==> config.mk <==
export PLATFORM = sky130hd
export DESIGN_NAME = tnn_sample_sequencer
export DESIGN_NICKNAME = d
export VERILOG_FILES = /design/src/rtl/tnn_sample_sequencer.sv
export SDC_FILE = /design/constraint.sdc
export NUM_CORES = 1
export LEC_CHECK = 0
export CAP_MARGIN = 20
export CORE_MARGIN = 2
export CORE_UTILIZATION = 39
export CTS_BUF_LIST = sky130_fd_sc_hd__clkbuf_2
export CTS_CLUSTER_SIZE = 16
export DETAILED_ROUTE_END_ITERATION = 7
export PLACE_DENSITY = 0.65
export SLEW_MARGIN = 10
export SYNTH_ARGS = -nofsm -noshare
export SYNTH_HDL_FRONTEND = slang
export SYNTH_SLANG_ARGS = --single-unit
export TNS_END_PERCENT = 10
==> constraint.sdc <==
create_clock -name clk_i -period 3.9 [get_ports clk_i]
set_clock_uncertainty 0.15 [all_clocks]
set_input_delay 1.17 -clock clk_i [delete_from_list [all_inputs] [get_ports clk_i]]
set_output_delay 1.17 -clock clk_i [all_outputs]
set_load 0.01 [all_outputs]
==> src/rtl/tnn_sample_sequencer.sv <==
// Serial feature packer and result collector for the sequential ternary classifier.
// Packs one sample, restarts the classifier, waits a fixed latency, then hands back the class.
module tnn_sample_sequencer #(
    parameter int FEAT_CNT     = 12,
    parameter int FEAT_BITS    = 4,
    parameter int CLASS_CNT    = 6,
    parameter int INFER_CYCLES = 64,
    localparam int CW          = $clog2(CLASS_CNT)
) (
    input  logic                          clk_i,
    input  logic                          rst_ni,
    input  logic                          s_valid_i,
    output logic                          s_ready_o,
    input  logic [FEAT_BITS-1:0]          s_data_i,
    input  logic                          s_last_i,
    output logic [FEAT_CNT*FEAT_BITS-1:0] features_o,
    output logic                          clf_start_o,
    input  logic [CW-1:0]                 prediction_i,
    output logic                          r_valid_o,
    input  logic                          r_ready_i,
    output logic [CW-1:0]                 r_class_o,
    output logic                          frame_err_o,
    output logic [15:0]                   sample_cnt_o
);

    localparam int BW = (FEAT_CNT > 1) ? $clog2(FEAT_CNT) : 1;
    localparam int WW = (INFER_CYCLES > 1) ? $clog2(INFER_CYCLES) : 1;
    localparam int FW = FEAT_CNT * FEAT_BITS;

    typedef enum logic [1:0] {
        ST_LOAD  = 2'd0,
        ST_START = 2'd1,
        ST_WAIT  = 2'd2,
        ST_DONE  = 2'd3
    } state_t;

    state_t         state_q;
    logic [BW-1:0]  beat_q;
    logic [WW-1:0]  wait_q;
    logic [FW-1:0]  buf_q;
    logic [FW-1:0]  buf_d;
    logic [FW-1:0]  features_q;
    logic [CW-1:0]  r_class_q;
    logic           frame_err_q;
    logic [15:0]    sample_cnt_q;

    // Buffer including the beat currently on the bus, so completion can publish it on the same edge.
    always_comb begin
        buf_d = buf_q;
        buf_d[int'(beat_q)*FEAT_BITS +: FEAT_BITS] = s_data_i;
    end

    always_ff @(posedge clk_i or negedge rst_ni) begin
        if (!rst_ni) begin
            state_q      <= ST_LOAD;
            beat_q       <= '0;
            wait_q       <= '0;
            buf_q        <= '0;
            features_q   <= '0;
            r_class_q    <= '0;
            frame_err_q  <= 1'b0;
            sample_cnt_q <= '0;
        end else begin
            frame_err_q <= 1'b0;
            case (state_q)
                ST_LOAD: begin
                    if (s_valid_i) begin
                        buf_q <= buf_d;
                        if (beat_q == BW'(FEAT_CNT - 1)) begin
                            features_q  <= buf_d;
                            beat_q      <= '0;
                            frame_err_q <= ~s_last_i;
                            state_q     <= ST_START;
                        end else if (s_last_i) begin
                            beat_q      <= '0;
                            frame_err_q <= 1'b1;
                        end else begin
                            beat_q <= beat_q + 1'b1;
                        end
                    end
                end
                ST_START: begin
                    wait_q  <= WW'(INFER_CYCLES - 1);
                    state_q <= ST_WAIT;
                end
                ST_WAIT: begin
                    if (wait_q == '0) begin
                        r_class_q <= prediction_i;
                        state_q   <= ST_DONE;
                    end else begin
                        wait_q <= wait_q - 1'b1;
                    end
                end
                ST_DONE: begin
                    if (r_ready_i) begin
                        sample_cnt_q <= sample_cnt_q + 16'd1;
                        state_q      <= ST_LOAD;
                    end
                end
                default: state_q <= ST_LOAD;
            endcase
        end
    end

    assign s_ready_o    = (state_q == ST_LOAD);
    assign clf_start_o  = (state_q == ST_START);
    assign r_valid_o    = (state_q == ST_DONE);
    assign features_o   = features_q;
    assign r_class_o    = r_class_q;
    assign frame_err_o  = frame_err_q;
    assign sample_cnt_o = sample_cnt_q;

endmodule

---- Yosys cells after proc, flatten, opt, wreduce, memory -nomap -nowiden ----
Cells that the tools add are included.
operators by class
  shift-type cells ........................ 2
  add/subtract/negate cells ............... 4
  mux-type cells .......................... 14
  bitwise operators ....................... 1
  reductions and logical operators ........ 9
  equality and inequality tests ........... 9
operators by type and width
  operator                                                                 number
  48-bit bitwise mux                                                       1
  4-bit by 33-bit variable shift with 48-bit output, first input constant  1
  4-bit by 33-bit variable part select with 48-bit output                  1
  6-bit negation with 33-bit output                                        1
  16-bit by 1-bit adder with 16-bit output, second input constant          1
  6-bit one-hot mux with 2 select lines                                    1
  2-bit 2-to-1 mux                                                         4
  4-bit 2-to-1 mux                                                         2
  2-bit one-hot mux with 4 select lines                                    1
  2-bit AND reduction                                                      4
  6-bit logical NOT                                                        1
  6-bit 2-to-1 mux                                                         1
  2-bit != test, second input constant                                     3
  6-bit by 1-bit subtractor with 6-bit output, second input constant       1
  4-bit by 1-bit adder with 4-bit output, second input constant            1
  2-bit == test, second input constant                                     2
  4-bit == test, second input constant                                     1
  1-bit 2-to-1 mux                                                         4
  2-bit by 1-bit != test with 1-bit output, second input constant          2
  4-bit AND reduction                                                      1
  3-bit AND reduction                                                      1
  2-bit by 1-bit == test with 1-bit output, second input constant          1
  2-bit logical NOT                                                        1
  2-bit nonzero test                                                       1
  1-bit NOT                                                                1
storage, ports and cells
  word-level logic and storage cells ...... 47
  register bits ........................... 128
  bits of input ports ..................... 12
  output and inout port bits .............. 71

---- Depth between registers and ports, before layout ----
  depth after elaboration ................. 4
  depth in mapped cells ................... 9

---- Worst setup path after synthesis ----
Ideal clock, no wire load.
  kind .................................... register to register
  start ................................... reg beat_q[0]
  end ..................................... reg buf_q[28]
  setup slack ............................. 1.130 ns
  buffers on the path ..................... 3
  cell stages (with the launch flop) ...... 9
  setup time .............................. 0.125 ns
  arrival ................................. 2.495 ns
  cells stage by stage .................... dfrtp_1 > buf_2 > clkbuf_1 > nor3_1 > ha_1 > clkbuf_1 > and4bb_2 > nor3b_2 > mux2_2
on the way
  word-level cells in the longest chain between the ends .. 3
RTL lines
  item                                                                                                                                 line  source
  from (decl)                                                                                                                          38    logic [BW-1:0] beat_q;
  from (signal assigned)                                                                                                               78    beat_q <= beat_q + 1'b1;
  6-bit negation with 33-bit output *                                                                                                  50    buf_d[int'(beat_q)*FEAT_BITS +: FEAT_BITS] = s_data_i;
  4-bit by 33-bit variable part select with 48-bit output / 4-bit by 33-bit variable shift with 48-bit output (equally long branches)  50
  48-bit bitwise mux *                                                                                                                 50
  to (signal assigned)                                                                                                                 68    buf_q <= buf_d;
  to (decl)                                                                                                                            40    logic [FW-1:0] buf_q;
Mark *: on every way between the ends. The rest lies on a longest branch, timed or not.
A chain may end at the register's enable or synchronous reset.

---- Worst setup path in the final report ----
  start ................................... reg state_q[0]
  end ..................................... out s_ready_o
on the way
  word-level cells in the longest chain between the ends .. 1
RTL lines
  item                    line  source
  from (decl)             37    state_t state_q;
  from (signal assigned)  55    state_q <= ST_LOAD;
  from (signal assigned)  73    state_q <= ST_START;
  from (signal assigned)  84    state_q <= ST_WAIT;
  2-bit logical NOT       105   assign s_ready_o = (state_q == ST_LOAD);
  to (decl)               13    output logic s_ready_o,
No other way between the ends.

==> qor.csv <==
metric,value,unit
run status,"finished, final reports clean",
iteration count of the initial detailed-routing pass,4,
number of antenna cells inserted,0,
Placement Cell Area,7070,um^2
proportion of synthesized chip area in sequential cells,0.530,
achievable clock frequency,0.281,GHz
total detailed-routing wirelength,13800,um
leakage dissipation,3.36,nW
count of endpoints failing setup in the final report,0,
core region area,15200,um^2
met2 global-route usage,0.289,
Synth area leader,dfrtp_1,
"EDFF count, synth",0,
GR met1 Demand/Resource,0.240,
Area Growth Syn to Fin,20.0,%
DRC errors left,0,
Synth top area share,0.530,
Syn Std Cell Area,6050,um^2
residual overflow from global routing,0,
worst vdd ir,0.000245,V
number of buffer and inverter instances along the worst setup path,2,
CP Launch Type,register,
number of primary I/O pins,83,
main combinational cell family by area after synthesis,simple AND/OR/NAND/NOR gates,
Antenna Nets Post-Route,0,
largest buffer count on any clock path,2,
power per unit of standard cell area,549,nW/um^2
number of storage elements in the synthesis netlist,128,
critical path data arrival time,2.24,ns
Critical-path top delay cell,clkdlybuf4s50_1,
hold crit path type,in -> async,
max-slew headroom at the worst pin,0.471,
critical path endpoint category,output port,
clock buffers created by TritonCTS,17,
vias in the first global route,4529,
most instantiated flip-flop cell in the synthesis netlist,dfrtp_1,
clock latency at the later pin of the worst-skew pair,0.70,ns
clock transition time at the flip-flop clock pins of the worst setup and hold paths,0.18,ns
Chip Height,129,um
routability cong.,0.789,
final worst-path cycle share,0.912,
Final Critical Period,3.56,ns
number of vias in the routed layout,4415,
DR WL/cell,16.7,um
share of async-settable or async-resettable flops after synthesis,1.00,
max-capacitance violation count,0,
number of hold-repair buffers added at the cts stage,0,
global-route wire length before repair,23200,um
post-synthesis xor/xnor area fraction,0.0277,
crit path max fanout,9,
worst setup path category,reg -> out,
number of instances in the synthesized netlist,543,
ordered list of cells on the worst path,inv_1 > ha_1 > clkdlybuf4s50_1,
Setup TNS Final,0,ns
final-stage net count,646,
Resize count post-CTS,0,
sum of net half-perimeters after detailed placement,9630,um
worst path required time,2.58,ns
slew at the pin with the worst max-slew slack,0.791,ns
PnR worst setup slack,0.342,ns
Commonest cells post-synth,"dfrtp_1, nand2_1, mux2_2, o21ai_0, nor2_1",
largest net degree at the start of global routing,61,
maximum level of the CTS H-tree,4,
effective utilization at floorplan,0.398,
critical path startpoint,state_q[0],
post-route design area,7260,um^2
worst setup slack after placement,0.499,ns
fraction of final layout cells sized beyond drive strength 1,0.156,
Max stage delay on crit path,0.63,ns
Synthesized Nets,564,
cell family contributing the most delay on the critical path,buffers and inverters,
"basic-gate share of the synthesized area counting and, or, nand and nor cells",0.160,
Synth Area in Adders,0.0186,
antenna violations before repair,0,
Final Max Slew Viols,0,
multiplexer share of the synthesized area,0.145,
YS warnings,0,
count of distinct cell types in the synthesized netlist,52,
fill cell count,1374,
RSZ-0062 raised after global routing,no,
number of violations reported at the end of detailed-routing iteration 0,210,
syn_area_per_cell,11.1,um^2
RR Startpoint,beat_q[2],
area of combinational cells with multiple inputs,2680,um^2
IO buf count,82,
top-count cell post-synth,dfrtp_1,
number of clock sinks,128,
floorplan row count,45,
Synth Area in Compound Gates,0.0921,
met3 global-route usage,0.0416,
busiest layer in global routing,met2,
clock tree from TritonCTS,built,
die width,129,um
Clk Tree Root Cell,clkbuf_2,
Vias per Instance,5.36,
"Setup Fix Bufs, Post-CTS",0,
synth top area cells,"dfrtp_1, mux2_2, mux2i_1",
footprint of the flip-flops and latches,3200,um^2
GRT Resource Usage Total,0.179,
hold violation total from the final report,0,
die area,16500,um^2
cells in the final DEF (no fill, tap or decap), types with 6 or more instances in the layout:
cell,count
a21oi_1,25
a31oi_1,13
and2_1,6
and3_1,9
buf_4,9
clkbuf_2,19
clkdlybuf4s50_1,81
dfrtp_1,128
ha_1,9
inv_1,12
mux2_1,9
mux2_2,44
mux2i_1,28
nand2_1,52
nand3_1,16
nand4_1,6
nor2_1,35
nor3_1,6
o211ai_1,10
o21ai_0,38
xnor2_1,11
where the power goes:
part           leakage (nW)  switching [mW]  internal [mW]  total (mW)
Clock                 0.131           0.463          0.277       0.740
Combinational          1.51           0.857          0.639        1.50
Sequential             1.71           0.199           1.55        1.75
layer usage:
layer | share of wire | up-vias
li1 | - | 2100
met2 | 0.48 | 104
met3 | 0.041 | 16
met4 | 0.015 | 0
met5 | 0 | -
met1 | 0.47 | 2195
sequential cells by signal, indices dropped and copies added (netlist names):
name          cells
r_class_o         3
sample_cnt_o     16
buf_q            48
wait_q            6
frame_err_o       1
beat_q            4
features_o       48
state_q           2
cell families after synthesis:
kind of cell             Yosys count
AO/OA/AOI/OAI                     96
XOR/XNOR                          17
adder cells (fa/ha/maj)            9
buffers and inverters             40
flip-flops                       128
multiplexers                      81
AND/OR/NAND/NOR                  172
area by class of cell:
type                    instances  area share
clock buffers                  19      0.0131
clock inverters                11      0.0136
inverters                      12     0.00620
multi-input cells             375       0.370
flip-flops and latches        128       0.441
well taps                     188      0.0324
repair buffers                 91       0.124
metrics by stage:
step	utilization	total power [mW]	hold WS, ns	std cells
floorplan	-	2.76	0.307	543
global placement	0.465	3.21	0.313	794
detailed placement	0.465	3.27	0.313	794
CTS	0.478	4.02	0.241	824
global route	0.478	4.26	0.273	824
finish	0.478	3.99	0.291	824
path summary, 6_finish.rpt:
path	endpoint	slack, ns	depth (start not counted)
min in group clk_i	sample_cnt_o[15]	0.34	1
worst max-delay path	s_ready_o	0.34	3
worst min register to register	sample_cnt_o[15]	0.34	1
max in group asynchronous	buf_q[8]	2.51	2
worst min-delay path	wait_q[2]	0.29	1
worst max register to register	features_o[33]	1.02	6
(Power assumes the default switching activity.)
